## src/rtl/ahbl_dma_master_pkg.sv

```systemverilog
// Shared definitions for the AHB-Lite word-copy DMA initiator:
// bus encodings, controller state enumeration and an address helper.
package ahbl_dma_master_pkg;

    localparam logic [1:0]  HTRANS_IDLE   = 2'b00;
    localparam logic [1:0]  HTRANS_NONSEQ = 2'b10;
    localparam logic [2:0]  HSIZE_WORD    = 3'b010;
    localparam logic [31:0] WORD_BYTES    = 32'd4;

    typedef enum logic [2:0] {
        ST_IDLE,
        ST_RD_ADDR,
        ST_RD_DATA,
        ST_WR_ADDR,
        ST_WR_DATA,
        ST_FIN
    } state_t;

    // Drop the byte offset so every access is word aligned.
    function automatic logic [31:0] word_align(input logic [31:0] addr);
        return {addr[31:2], 2'b00};
    endfunction

endpackage

```

## src/rtl/ahbl_dma_master_if.sv

```systemverilog
// AHB-Lite initiator-side signal bundle. The master drives the address and
// control phase plus write data; the slave side returns HREADY/HRDATA.
interface ahbl_dma_master_if;

    logic [31:0] HADDR;
    logic [1:0]  HTRANS;
    logic [2:0]  HSIZE;
    logic        HWRITE;
    logic [31:0] HWDATA;
    logic        HREADY;
    logic [31:0] HRDATA;

    modport master (
        output HADDR, HTRANS, HSIZE, HWRITE, HWDATA,
        input  HREADY, HRDATA
    );

    modport slave (
        input  HADDR, HTRANS, HSIZE, HWRITE, HWDATA,
        output HREADY, HRDATA
    );

endinterface

```

## src/rtl/ahbl_dma_master.sv

```systemverilog
// Single-channel AHB-Lite DMA initiator. Copies len_words 32-bit words from
// src_addr to dst_addr, one read then one write per word, with no overlap
// between transfers. All bus outputs come from registered state only.
module ahbl_dma_master
    import ahbl_dma_master_pkg::*;
#(
    parameter int LEN_W = 16
) (
    input  logic                 HCLK,
    input  logic                 HRESET,
    input  logic                 start,
    input  logic [31:0]          src_addr,
    input  logic [31:0]          dst_addr,
    input  logic [LEN_W-1:0]     len_words,
    output logic                 busy,
    output logic                 done,
    ahbl_dma_master_if.master    bus
);

    state_t             state, state_nxt;
    logic [31:0]        src_q;
    logic [31:0]        dst_q;
    logic [31:0]        buf_q;
    logic [LEN_W-1:0]   count_q;

    // State register.
    always_ff @(posedge HCLK or posedge HRESET) begin
        if (HRESET) begin
            state <= ST_IDLE;
        end else begin
            // NOTE: clocked state uses non-blocking assignment so every register
            // samples pre-edge values, independent of block ordering.
            state <= state_nxt;
        end
    end

    // Next-state decode; each bus phase advances only when HREADY is high.
    always_comb begin
        // NOTE: defaulting before the case gives every path a value, so no latch.
        state_nxt = state;
        case (state)
            ST_IDLE:    if (start) state_nxt = (len_words == '0) ? ST_FIN : ST_RD_ADDR;
            ST_RD_ADDR: if (bus.HREADY) state_nxt = ST_RD_DATA;
            ST_RD_DATA: if (bus.HREADY) state_nxt = ST_WR_ADDR;
            ST_WR_ADDR: if (bus.HREADY) state_nxt = ST_WR_DATA;
            ST_WR_DATA: if (bus.HREADY) state_nxt = (count_q == LEN_W'(1)) ? ST_FIN : ST_RD_ADDR;
            ST_FIN:     state_nxt = ST_IDLE;
            default:    state_nxt = ST_IDLE;
        endcase
    end

    // Datapath: latch the job in IDLE, capture read data, step pointers per word.
    always_ff @(posedge HCLK or posedge HRESET) begin
        if (HRESET) begin
            src_q   <= '0;
            dst_q   <= '0;
            buf_q   <= '0;
            count_q <= '0;
        end else begin
            case (state)
                ST_IDLE: begin
                    if (start) begin
                        src_q   <= word_align(src_addr);
                        dst_q   <= word_align(dst_addr);
                        count_q <= len_words;
                    end
                end
                ST_RD_DATA: begin
                    if (bus.HREADY) buf_q <= bus.HRDATA;
                end
                ST_WR_DATA: begin
                    if (bus.HREADY) begin
                        // Plain 32-bit add wraps past 0xFFFF_FFFC to zero.
                        src_q   <= src_q + WORD_BYTES;
                        dst_q   <= dst_q + WORD_BYTES;
                        count_q <= count_q - LEN_W'(1);
                    end
                end
                default: ;
            endcase
        end
    end

    // Bus outputs decoded from state and registers; stable across wait states
    // because nothing they depend on moves while HREADY is low.
    always_comb begin
        bus.HADDR  = '0;
        bus.HTRANS = HTRANS_IDLE;
        bus.HWRITE = 1'b0;
        case (state)
            ST_RD_ADDR: begin
                bus.HADDR  = src_q;
                bus.HTRANS = HTRANS_NONSEQ;
            end
            ST_RD_DATA: begin
                bus.HADDR  = src_q;
            end
            ST_WR_ADDR: begin
                bus.HADDR  = dst_q;
                bus.HTRANS = HTRANS_NONSEQ;
                bus.HWRITE = 1'b1;
            end
            ST_WR_DATA: begin
                bus.HADDR  = dst_q;
                bus.HWRITE = 1'b1;
            end
            default: ;
        endcase
    end

    assign bus.HSIZE  = HSIZE_WORD;
    assign bus.HWDATA = buf_q;
    assign busy       = (state != ST_IDLE);
    assign done       = (state == ST_FIN);

endmodule

```

## src/flat_wrapper.sv

```systemverilog
// flat-port wrapper written by rule: the top's interface ports become plain ports
module ahbl_dma_master_flat import ahbl_dma_master_pkg::*;
#(
    parameter int LEN_W = 16
)
  (HCLK, HRESET, start, src_addr, dst_addr, len_words, busy, done, bus_HADDR, bus_HTRANS, bus_HSIZE, bus_HWRITE, bus_HWDATA, bus_HREADY, bus_HRDATA);
  ahbl_dma_master_if bus_i ();
  input  logic HCLK;
  input  logic HRESET;
  input  logic start;
  input  logic [31:0] src_addr;
  input  logic [31:0] dst_addr;
  input  logic [LEN_W-1:0] len_words;
  output logic busy;
  output logic done;
  output wire logic [$bits(bus_i.HADDR)-1:0] bus_HADDR;
  output wire logic [$bits(bus_i.HTRANS)-1:0] bus_HTRANS;
  output wire logic [$bits(bus_i.HSIZE)-1:0] bus_HSIZE;
  output wire logic [$bits(bus_i.HWRITE)-1:0] bus_HWRITE;
  output wire logic [$bits(bus_i.HWDATA)-1:0] bus_HWDATA;
  input wire logic [$bits(bus_i.HREADY)-1:0] bus_HREADY;
  input wire logic [$bits(bus_i.HRDATA)-1:0] bus_HRDATA;
  assign bus_HADDR = bus_i.HADDR;
  assign bus_HTRANS = bus_i.HTRANS;
  assign bus_HSIZE = bus_i.HSIZE;
  assign bus_HWRITE = bus_i.HWRITE;
  assign bus_HWDATA = bus_i.HWDATA;
  assign bus_i.HREADY = bus_HREADY;
  assign bus_i.HRDATA = bus_HRDATA;
  ahbl_dma_master #(.LEN_W(LEN_W)) u_core (.HCLK(HCLK), .HRESET(HRESET), .start(start), .src_addr(src_addr), .dst_addr(dst_addr), .len_words(len_words), .busy(busy), .done(done), .bus(bus_i));
endmodule
```

## config.mk

```make
export PLATFORM = sky130hd
export DESIGN_NAME = ahbl_dma_master_flat
export DESIGN_NICKNAME = d
export VERILOG_FILES = /design/src/rtl/ahbl_dma_master_pkg.sv /design/src/rtl/ahbl_dma_master_if.sv /design/src/rtl/ahbl_dma_master.sv /design/src/flat_wrapper.sv
export SDC_FILE = /design/constraint.sdc
export NUM_CORES = 1
export LEC_CHECK = 0
export CORE_MARGIN = 8
export CORE_UTILIZATION = 45
export DETAILED_ROUTE_END_ITERATION = 6
export PLACE_DENSITY = 0.76
export SYNTH_ARGS = -nofsm -noshare
export SYNTH_HDL_FRONTEND = slang
export SYNTH_SLANG_ARGS = --single-unit
```

## constraint.sdc

```tcl
create_clock -name HCLK -period 4.1 [get_ports HCLK]
set_input_delay 0.82 -clock HCLK [delete_from_list [all_inputs] [get_ports HCLK]]
set_output_delay 0.82 -clock HCLK [all_outputs]
set_load 0.02 [all_outputs]
```

After elaboration in Yosys (flattened, before gate mapping) --
Index checks and enable logic that the tools add are counted.
Word-level totals: register bits after elaboration 115, bits of input ports 116, output and inout bits 72, word-level logic and storage cells 49
Operators by class: add/sub/neg operators 3, equal/unequal tests 11, multiplexer cells 20, reduce and logical (&&, ||, !) cells 10
Operators with widths (number):
- $pmux 32 s2 | 3
- $mux 32 | 4
- $add 32x3->32 const B | 2
- $mux 16 | 2
- $pmux 16 s2 | 1
- $mux 3 | 7
- $eq 16x1->1 const B | 1
- $logic_not 16->1 | 1
- $sub 16x1->16 const B | 1
- $pmux 3 s5 | 1
- $ne 2x2->1 const B | 5
- $eq 3x2->1 const B | 2
- $eq 3x3->1 const B | 2
- $reduce_or 2->1 | 3
- $reduce_and 5->1 | 1
- $eq 3x1->1 const B | 1
- $logic_not 3->1 | 1
- $reduce_and 3->1 | 1
- $reduce_bool 3->1 | 1
- $mux 2 | 1
- $reduce_and 2->1 | 1
- $reduce_bool 2->1 | 1
- $mux 1 | 1

Depth between registers and ports, before layout --
depth after elaboration 4, mapped depth 7, gate-level depth less buffers 7

Least setup slack after synthesis --
OpenSTA, ideal clock, no wires.
kind register -> output, start reg u_core.state[0], end out bus_HADDR[10], data arrival time 1.863 ns, data required time 3.280 ns, slack 1.417 ns, cell stages (with the launch flop) 6, path buffers 2, cell sequence dfrtp_1 > or3b_1 > clkbuf_1 > o21ai_1 > clkbuf_1 > a22o_1
Between the ends: cells in the longest elaborated chain, start to end 3, elaborated cells on any way between the ends 7, classes of those cells eq/ne: 4; mux: 1; reduce/logical: 2
Ends and longest elaborated chain:
- start, declared | line ahbl_dma_master.sv:20 | state_t state, state_nxt;
- start signal, assigned | line ahbl_dma_master.sv:33 | state <= state_nxt;
- $eq 3x2->1 (tied with other cells) | line ahbl_dma_master.sv:90 | case (state)
- $reduce_or 2->1 (no line)
- $pmux 32 s2 (*) | line ahbl_dma_master.sv:90
- end, declared | line flat_wrapper.sv:16 | output wire logic [$bits(bus_i.HADDR)-1:0] bus_HADDR;
Mark *: on every way between the ends. The rest lies on a longest branch, timed or not.

Final worst setup path --
start reg u_core.state[2], end out bus_HADDR[2]
Same word-level chain as after synthesis.

==> metrics.txt <==
drt pass-1 iters=5; commonest non-fill, non-tap cell in the layout=clkdlybuf4s50_1; Hold Path Origin=u_core.bus.HWDATA[1]$_DFFE_PP0P_; Sum Neg Setup Slack=0 ns; Hold Buf Count CTS=0; Setup crit start=u_core.state[2]$_DFFE_PP0P_; Die X=137 µm; Worst R2R Start=u_core.state[2]$_DFFE_PP0P_; worst skew pair latency=0.36 ns; FMAX=268 MHz; Tmin final=3.73 ns; maxcap violations=0; CP max stage delay=0.62 ns; NumNets Final=999; HPWL Detailed=14.5 mm; Initial DRC Count=672; DIE HEIGHT=137 µm; clk buf depth=2; Inserted Clock Buffers=9; critical path type=flop to primary output; initial antenna violation count=2; total grt overflow=0; H-tree lvl count=3; worst-path fanout max=20; # rows=44; initial core utilization=0.455; HP Class=flop to flop; Async S/R FF share, synth=1.00; routed vias=6466; Post-synth EDFFs=0; Synth Instances=734; vias in the first global route=6024; PD cells=805 nW/µm²; Setup crit start kind=flop; CP Cell Sequence=or3b_2, o21ai_2, buf_4, a22o_1, clkdlybuf4s50_1; all-layer global routing usage=0.218; Synth Register Bits=111; worst relative slew slack=0.480; CTS tree=built; Worst Hold Depth=1; Mapped Area=6540 µm²; Fin. Hold Viols=0; worst hold slack=0.486 ns; most frequent cells in the layout=clkdlybuf4s50_1 (177), dfrtp_1 (111), a21oi_1 (75), nand2_1 (58), nor2_1 (52); post-route ant nets=0; Die Area=18600 µm²; Clk pin slew, worst setup/hold paths=0.08 ns; Max VDD drop=0.000601 V; Setup crit end kind=primary output; Synth cell types=64; Top FF cell, synth=dfrtp_1; pin count of the biggest net entering global routing=89; Remaining DRCs=0; FF-to-FF End=u_core.count_q[12]$_DFFE_PP0P_; final worst-path cycle share=0.911; static leakage=0.00337 µW; outcome=completed; largest area contributor in the netlist=dfrtp_1; Worst R2R Setup Slack=1.38 ns; Avg WL per Cell=19.1 µm; setup violators final=0; Critical Path AT=2.91 ns; # clock sinks=111; global-route wire length before repair=32.5 mm; GP Congestion=0.850; IO buf count=177; Top Ports=188; synth warn=0; family with the most delay on the worst path=buffers and inverters; Worst path slowest cell=clkdlybuf4s50_1; Worst Tran Pin Value=0.773 ns; Slew Viols, Final=0; Data required, critical path=3.28 ns; core area=14400 µm²; Bufs and invs on worst path=2; Root Driver=clkbuf_16; share of layout cells above drive strength 1=0.0826; Post CTS Setup Buffer Count=0; post-cts sizing count=0; sequential fraction of the synthesis area=0.425; Hold Path End=u_core.bus.HWDATA[1]$_DFFE_PP0P_; Synth top area share=0.425; Synth area leaders=dfrtp_1 (42%), a21oi_1 (5.7%), mux2_2 (4.3%); Worst R2R Path Depth=6; RSZ-0062 raised after global routing=no; Worst Skew=0.00565 ns; Mapped Avg Cell Area=8.91 µm²; drt total wl=20.4 mm; synthesis-to-layout area growth=33.7%; routed vias/inst=6.05
sequential cells by signal, summed over array words and instances (netlist names):
register,cells
u_core.count_q,16
u_core.src_q,30
u_core.state,3
u_core.dst_q,30
u_core.bus.HWDATA,32
logic make-up after synthesis:
| kind of cell | share of synthesized area |
|---|---|
| XOR/XNOR | 0.00268 |
| multiplexers | 0.0612 |
| adder cells (fa/ha/maj) | 0.00766 |
| flip-flops | 0.425 |
| AND/OR/NAND/NOR | 0.211 |
| buffers and inverters | 0.0478 |
| AO/OA/AOI/OAI | 0.243 |
| other | 0.00115 |
cell usage after synthesis, types with 6 or more instances:
| library cell | number |
|---|---|
| nor4_1 | 8 |
| nor3_1 | 28 |
| clkbuf_1 | 36 |
| and4_1 | 8 |
| mux2_1 | 7 |
| nand4_1 | 13 |
| and3_1 | 13 |
| buf_2 | 10 |
| mux2_2 | 25 |
| o21ai_0 | 39 |
| buf_4 | 6 |
| or3_1 | 9 |
| a311oi_1 | 8 |
| o21ai_1 | 10 |
| buf_1 | 8 |
| a22o_1 | 31 |
| nand3_1 | 35 |
| a211oi_1 | 7 |
| o22ai_1 | 28 |
| dfrtp_1 | 111 |
| nand2_1 | 58 |
| nor2_1 | 53 |
| a2bb2oi_1 | 15 |
| a21oi_1 | 75 |
| a31oi_1 | 9 |
| inv_1 | 14 |
area by class of cell:
cell class	count	area, µm²
inverter	14	55.1
timing repair buffer	190	1910
antenna	1	2.50
sequential	111	2780
multi-input combinational	553	3490
fill	1272	5630
tap	184	230
clock buffer	9	225
clock inverter	7	57.6
worst reg2reg max path, stage by stage, from the launching register on:
cell and delay (ns):
dfrtp_1 0.61, or3b_2 0.51, buf_4 0.35, nor4_1 0.75, nand4b_1 0.16, o21ai_0 0.11, a2bb2oi_1 0.09
stage by stage:
| step | cells | power, µW | worst slack (ns) | cell area [µm²] | utilization |
|---|---|---|---|---|---|
| 2_1_floorplan | 738 | 4540 | 0.349 | 6550 | - |
| 3_3_place_gp | 1052 | 6120 | 0.788 | 8460 | 0.589 |
| 3_5_place_dp | 1052 | 6190 | 0.770 | 8460 | 0.589 |
| 4_1_cts | 1068 | 7060 | 0.354 | 8740 | 0.608 |
| 5_1_grt | 1069 | 7490 | 0.232 | 8740 | 0.608 |
| 6_report | 1069 | 7030 | 0.366 | 8740 | 0.608 |
routing by layer:
layer / track usage / routed length, µm / up-vias
li1: - / - / 3056
met1: 0.286 / 8570 / 3108
met2: 0.352 / 9800 / 267
met3: 0.0385 / 1560 / 33
met4: 0.0818 / 462 / 2
met5: 0 / 13 / -
how the worst max path moves through the flow:
stage,to,slack (ns),cells after the start
3_5_place_dp,bus_HADDR[2],0.77,5
2_1_floorplan,u_core.bus.HWDATA[0]$_DFFE_PP0P_,0.35,1
3_3_place_gp,bus_HADDR[6],0.79,5
4_1_cts,bus_HADDR[2],0.35,5
6_report,bus_HADDR[2],0.37,5
5_1_grt,bus_HADDR[4],0.23,5
power by group:
part / leakage (µW) / switching, µW / internal [µW] / total, µW
Clock: 0.000129 / 436 / 419 / 856
Sequential: 0.00127 / 663 / 1640 / 2300
Combinational: 0.00196 / 2020 / 1860 / 3870
Total: 0.00337 / 3120 / 3920 / 7030
(Power assumes the default switching activity.)
